### config.mk
export PLATFORM = sky130hd
export DESIGN_NAME = pipe_ctrl
export DESIGN_NICKNAME = d
export VERILOG_FILES = /design/src/rtl/pipe_ctrl_pkg.sv /design/src/rtl/pipe_ctrl_sat_counter.sv /design/src/rtl/pipe_ctrl.sv
export SDC_FILE = /design/constraint.sdc
export NUM_CORES = 1
export LEC_CHECK = 0
export CAP_MARGIN = 25
export CORE_MARGIN = 4
export CORE_UTILIZATION = 28
export DETAILED_ROUTE_END_ITERATION = 10
export GPL_TIMING_DRIVEN = 0
export PLACE_DENSITY = 0.53
export SYNTH_ARGS = -nofsm -noshare
export SYNTH_HDL_FRONTEND = slang
export SYNTH_SLANG_ARGS = --single-unit
### constraint.sdc
create_clock -name clk -period 2.36 [get_ports clk]
set_input_delay 0.472 -clock clk [delete_from_list [all_inputs] [get_ports clk]]
set_output_delay 0.472 -clock clk [all_outputs]
set_load 0.005 [all_outputs]
### src/rtl/pipe_ctrl_pkg.sv
// Shared pipeline-control definitions: FSM encoding and default sizing.
package pipe_ctrl_pkg;

    typedef enum logic {
        RUN     = 1'b0,
        MD_BUSY = 1'b1
    } pipe_state_e;

    localparam int unsigned MD_CYCLES_DEF = 32;
    localparam int unsigned CNT_W_DEF     = 16;
    localparam int unsigned MD_CNT_W      = 8;

endpackage

### src/rtl/pipe_ctrl_sat_counter.sv
// Saturating up-counter with increment enable and asynchronous active-low clear.
module sat_counter #(
    parameter int unsigned CNT_W = 16
) (
    input  logic             clk,
    input  logic             rst_n,
    input  logic             inc_i,
    output logic [CNT_W-1:0] cnt_o
);

    logic [CNT_W-1:0] cnt_q;
    logic [CNT_W-1:0] cnt_d;

    always_comb begin
        cnt_d = cnt_q;
        if (inc_i && (cnt_q != {CNT_W{1'b1}})) begin
            cnt_d = cnt_q + 1'b1;
        end
    end

    // NOTE: sequential state uses non-blocking assignments so every register samples pre-edge values.
    always_ff @(posedge clk or negedge rst_n) begin
        if (!rst_n) begin
            cnt_q <= '0;
        end else begin
            cnt_q <= cnt_d;
        end
    end

    assign cnt_o = cnt_q;

endmodule

### src/rtl/pipe_ctrl.sv
// Pipeline hazard controller: stalls, redirect flushes and multi-cycle mul/div freeze.
module pipe_ctrl
    import pipe_ctrl_pkg::*;
#(
    parameter int unsigned MD_CYCLES = MD_CYCLES_DEF,
    parameter int unsigned CNT_W     = CNT_W_DEF
) (
    input  logic             clk,
    input  logic             rst_n,
    input  logic             stall_req,
    input  logic             branch_taken,
    input  logic             jump_id,
    input  logic             md_start,
    output logic             pc_we,
    output logic             if_id_we,
    output logic             if_id_flush,
    output logic             id_ex_we,
    output logic             id_ex_flush,
    output logic             ex_mem_flush,
    output logic             md_busy,
    output logic             md_last,
    output logic [CNT_W-1:0] stall_cnt,
    output logic [CNT_W-1:0] flush_cnt
);

    localparam logic [MD_CNT_W-1:0] MD_LOAD = MD_CNT_W'(MD_CYCLES - 2);

    pipe_state_e         state_q, state_d;
    logic [MD_CNT_W-1:0] md_cnt_q, md_cnt_d;
    logic                flush_ev;

    // NOTE: every always_comb output gets a default first, so no path can infer a latch.
    always_comb begin
        pc_we        = 1'b1;
        if_id_we     = 1'b1;
        id_ex_we     = 1'b1;
        if_id_flush  = 1'b0;
        id_ex_flush  = 1'b0;
        ex_mem_flush = 1'b0;
        md_busy      = 1'b0;
        md_last      = 1'b0;
        flush_ev     = 1'b0;
        state_d      = state_q;
        md_cnt_d     = md_cnt_q;

        if (!rst_n) begin
            // Hold the whole pipe frozen and bubbled while reset is asserted.
            pc_we        = 1'b0;
            if_id_we     = 1'b0;
            id_ex_we     = 1'b0;
            if_id_flush  = 1'b1;
            id_ex_flush  = 1'b1;
            ex_mem_flush = 1'b1;
        end else begin
            unique case (state_q)
                RUN: begin
                    if (branch_taken) begin
                        if_id_flush = 1'b1;
                        id_ex_flush = 1'b1;
                        flush_ev    = 1'b1;
                    end else if (md_start) begin
                        pc_we        = 1'b0;
                        if_id_we     = 1'b0;
                        id_ex_we     = 1'b0;
                        ex_mem_flush = 1'b1;
                        md_busy      = 1'b1;
                        md_cnt_d     = MD_LOAD;
                        state_d      = MD_BUSY;
                    end else if (stall_req) begin
                        pc_we       = 1'b0;
                        if_id_we    = 1'b0;
                        id_ex_flush = 1'b1;
                    end else if (jump_id) begin
                        if_id_flush = 1'b1;
                        flush_ev    = 1'b1;
                    end
                end
                MD_BUSY: begin
                    md_busy = 1'b1;
                    if (md_cnt_q == '0) begin
                        // Result leaves EX this cycle; only a load-use stall can still hold the front end.
                        md_last = 1'b1;
                        state_d = RUN;
                        if (stall_req) begin
                            pc_we       = 1'b0;
                            if_id_we    = 1'b0;
                            id_ex_flush = 1'b1;
                        end
                    end else begin
                        pc_we        = 1'b0;
                        if_id_we     = 1'b0;
                        id_ex_we     = 1'b0;
                        ex_mem_flush = 1'b1;
                        md_cnt_d     = md_cnt_q - 1'b1;
                    end
                end
                default: state_d = RUN;
            endcase
        end
    end

    always_ff @(posedge clk or negedge rst_n) begin
        if (!rst_n) begin
            state_q  <= RUN;
            md_cnt_q <= '0;
        end else begin
            state_q  <= state_d;
            md_cnt_q <= md_cnt_d;
        end
    end

    sat_counter #(.CNT_W(CNT_W)) u_stall_cnt (
        .clk   (clk),
        .rst_n (rst_n),
        .inc_i (~pc_we),
        .cnt_o (stall_cnt)
    );

    sat_counter #(.CNT_W(CNT_W)) u_flush_cnt (
        .clk   (clk),
        .rst_n (rst_n),
        .inc_i (flush_ev),
        .cnt_o (flush_cnt)
    );

endmodule
==> results.tsv <==
stage	metric	value	unit
critical_path	r2r_cells	7	
critical_path	rr_startpoint	state_q$_DFFE_PN0P_	
floorplan	io-pin-count	46	
yosys	ys.warnings.count	0	
sta	maxSlewViolCount	0	
global_routing	gr-usage-all-layers	0.119	
clock_network	cts_root_buffer	sky130_fd_sc_hd__clkbuf_8	
cells_and_area	area_of_combinational_cells_with_multiple_inputs	0.00111	mm2
global_routing	grt_first_pass_wirelength	8520	um
sta	holdWs	0.125	ns
yosys	synth_top_cell_area_share	0.477	
global_routing	grt_start_max_net_pins	20	
drt	post_drt_via_cell_ratio	4.75	
yosys	sequential_to_total_area_share_from_yosys_stat	0.477	
critical_path	regToRegSetupSlack	0.46	ns
yosys	post_synth_mux_area_share	0.0250	
yosys	synth-main-ff-cell	sky130_fd_sc_hd__dfrtp_1	
clock_network	worst_skew_pair.late_latency	0.29	ns
cells_and_area	filler_cells_inserted	746	
yosys	post_synth_fa_ha_maj_area_fraction	0.0233	
drt	detail_route.wirelength	5030	um
placement	placement.io_buffers	45	
sta	max_slew.worst_pin.slew	0.451	ns
yosys	synth_compound_area_frac	0.0838	
run	max_cap_viol_count	0	
pwr	max-vdd-ir-drop	0.497	mV
sta	timing.clock.skew	0.00672	ns
yosys	syn_nets	217	
yosys	yosys.area_share.xor_xnor	0.102	
clock_network	cts_sinks	41	
pwr	report.power.total	2200	uW
sta	min_period_over_period	0.956	
floorplan	overall_die_width	95.6	um
critical_path	worstPathMaxFanout	4	
yosys	netlist_top_cells_area	sky130_fd_sc_hd__dfrtp_1 (48%), sky130_fd_sc_hd__xnor2_1 (9.0%), sky130_fd_sc_hd__nand4_1 (4.7%)	
floorplan	die-height	95.6	um
yosys	avgSynthCellArea	10.4	um2
placement	place.gp.congestion	0.771	
critical_path	critical_path_required	1.89	ns
critical_path	crit-reg2reg-capture	u_flush_cnt.cnt_o[14]$_DFFE_PN0P_	
global_routing	grt_pass1_vias	1781	
yosys	synth_top_family_by_area	simple AND/OR/NAND/NOR gates	
placement	dp_hpwl	3430	um
yosys	netlist_instances	207	
clock_network	clock_tree_from_tritoncts	yes	
yosys	synth-edff-count	0	
floorplan	die_area	0.00914	mm2
sta	min_period	2.26	ns
yosys	post-synth-top-count-cell	sky130_fd_sc_hd__dfrtp_1	
global_routing	antenna_found_initial	0	
drt	wl_per_cell	13.4	um
sta	timing.max_slew.rel_slack	0.699	
yosys	mappedNetlistArea	0.00215	mm2
cells_and_area	utilization	0.412	
yosys	ys_async_sr_fraction	1.00	
critical_path	timing_worst_setup_path_type	flop to primary output	
sta	hold_viol_final	0	
floorplan	floorplan.rows	31	
cells_and_area	finish.net_count	288	
yosys	synth.cells.most_frequent	sky130_fd_sc_hd__dfrtp_1 (41), sky130_fd_sc_hd__xnor2_1 (22), sky130_fd_sc_hd__nand2_1 (18)	
sta	max_freq	443	MHz
floorplan	placeableCoreArea	0.00737	mm2
cells_and_area	stdcell_area	0.00304	mm2
critical_path	worstSetupEndpointType	primary output	
sta	setup_tns	0	ns
pwr	power.density_cell_area	725	mW/mm2
drt	first_iter_violations	38	
yosys	synth_cell_type_count	45	
worst_hold_path	timing.hold.worst.class	input pin to asynchronous set/reset pin	
yosys	synth_largest_area_cell	sky130_fd_sc_hd__dfrtp_1	
global_routing	grt_remaining_overflow	0	
drt	routed-via-count	1785	
yosys	flop_and_latch_count_out_of_synthesis	41	
status	outcome	finished clean	
critical_path	data_arrival_time_at_the_worst_slack_endpoint	1.79	ns
sta	setup_viol_count_final	0	
cells_and_area	sequential_cell_area	0.00103	mm2
cells_and_area	syn2layout_area_growth	41.2	%
cells_and_area	insertedDiodeCount	0	
clock_network	clk_pin_slew_worst_paths	0.07	ns
clock_network	cts-buffers-inserted	5	
drt	antenna_left	0	
yosys	synth-simple-area-share	0.255	
critical_path	worst_setup_path_start_kind	flop	
drt	detail_route.drc_violations	0	
sta	unrepaired_setup_endpoints_after_global_routing	no	
pwr	leakage_component_of_the_power	0.00130	uW
placement	dpl_cell_area	0.00274	mm2
clock_network	cts_max_path_buffers	2	
clock_network	h-tree-depth	2	
cells_and_area	fraction_of_final_layout_cells_sized_beyond_drive_strength_1	0.188	
drt	drt-pass1-iter-count	4	
floorplan	initial_utilization	0.292	
[kinds of logic (layout without fill, tap and decap cells)]
kind of cell | after synthesis | in the layout
DFF | 41 | 41
adders and majority gates | 4 | 4
buffers and inverters | 16 | 86
AOI/OAI and AO/OA | 24 | 24
xor gates and xnor gates | 25 | 25
muxes | 5 | 5
and+or+nand+nor | 92 | 92
[where the power goes]
part	leakage [uW]	switching (uW)	internal, uW
Combinational	0.000744	296	457
Clock	0.0000399	229	195
Sequential	0.000512	180	845
Total	0.00130	705	1500
[worst max path at each step]
stage,startpoint,endpoint,slack [ns],cells after the start
after floorplan,state_q$_DFFE_PN0P_,pc_we,0.33,7
after global placement,rst_n,pc_we,-2.22,6
final,md_cnt_q[2]$_DFFE_PN0P_,if_id_we,0.10,6
after global routing,md_cnt_q[2]$_DFFE_PN0P_,if_id_we,0.02,6
after CTS,md_cnt_q[1]$_DFFE_PN0P_,pc_we,-0.05,8
after detailed placement,md_start,pc_we,-0.80,8
[placed cells by master (no fill, tap or decap), types with 3 or more instances in the layout]
| cell | netlist | routed |
|---|---|---|
| sky130_fd_sc_hd__a21oi_1 | 4 | 3 |
| sky130_fd_sc_hd__a31oi_1 | 3 | 3 |
| sky130_fd_sc_hd__and3_1 | 6 | 6 |
| sky130_fd_sc_hd__and4_1 | 4 | 3 |
| sky130_fd_sc_hd__and4_4 | 2 | 3 |
| sky130_fd_sc_hd__buf_4 | 1 | 19 |
| sky130_fd_sc_hd__clkbuf_8 | 0 | 5 |
| sky130_fd_sc_hd__clkdlybuf4s50_1 | 0 | 35 |
| sky130_fd_sc_hd__dfrtp_1 | 41 | 40 |
| sky130_fd_sc_hd__dlygate4sd2_1 | 0 | 7 |
| sky130_fd_sc_hd__ha_1 | 4 | 4 |
| sky130_fd_sc_hd__inv_1 | 11 | 10 |
| sky130_fd_sc_hd__nand2_1 | 18 | 17 |
| sky130_fd_sc_hd__nand3_1 | 10 | 10 |
| sky130_fd_sc_hd__nand4_1 | 16 | 16 |
| sky130_fd_sc_hd__nor2_1 | 15 | 14 |
| sky130_fd_sc_hd__nor3_1 | 3 | 3 |
| sky130_fd_sc_hd__o21ai_0 | 5 | 5 |
| sky130_fd_sc_hd__xnor2_1 | 22 | 22 |
| sky130_fd_sc_hd__xor2_1 | 3 | 3 |
[layout make-up]
| type | count | share of cell area |
|---|---|---|
| Multi-Input combinational cell | 150 | 0.366 |
| Sequential cell | 41 | 0.338 |
| Timing Repair Buffer | 64 | 0.205 |
| Tap cell | 99 | 0.0408 |
| Clock buffer | 5 | 0.0227 |
| Inverter | 11 | 0.0136 |
| Buffer | 5 | 0.0124 |
| Clock inverter | 1 | 0.00165 |
[per-layer routing]
layer  vias up  wire (um)  GRT usage
li1        883          -          -
met1       853       2470      0.167
met2        44       2280      0.183
met3         5        228     0.0229
met4         0         48     0.0391
met5         -          0          0
[sequential cells by signal, indices dropped and copies added, names as in the netlist]
name	flops
u_flush_cnt.cnt_o	16
state_q	1
md_cnt_q	8
u_stall_cnt.cnt_o	16
[through the flow]
step           std cells  worst slack (ns)
2_1_floorplan        207             0.334
3_3_place_gp         351             -2.22
3_5_place_dp         352            -0.795
4_1_cts              370           -0.0481
5_1_grt              376            0.0154
6_report             376             0.103
[worst max-delay path, cell delays in order (launching register included)]
cell	delay, ns
sky130_fd_sc_hd__dfrtp_2	0.43
sky130_fd_sc_hd__nor3_4	0.24
sky130_fd_sc_hd__and4_4	0.29
sky130_fd_sc_hd__o221ai_4	0.11
sky130_fd_sc_hd__buf_6	0.14
sky130_fd_sc_hd__inv_1	0.06
sky130_fd_sc_hd__dlygate4sd2_1	0.23
[what timing repair did]
item / 4_1_cts / 5_1_grt
hold buffers: 1 / 0
gates resized for setup: 28 / 3
setup endpoints to repair: 7 / 4
pin swaps: 6 / 4
setup buffers: 10 / 7
cloned: 1 / 0
hold endpoints to repair: 7 / 0
Power figures use the tool's default switching activity.
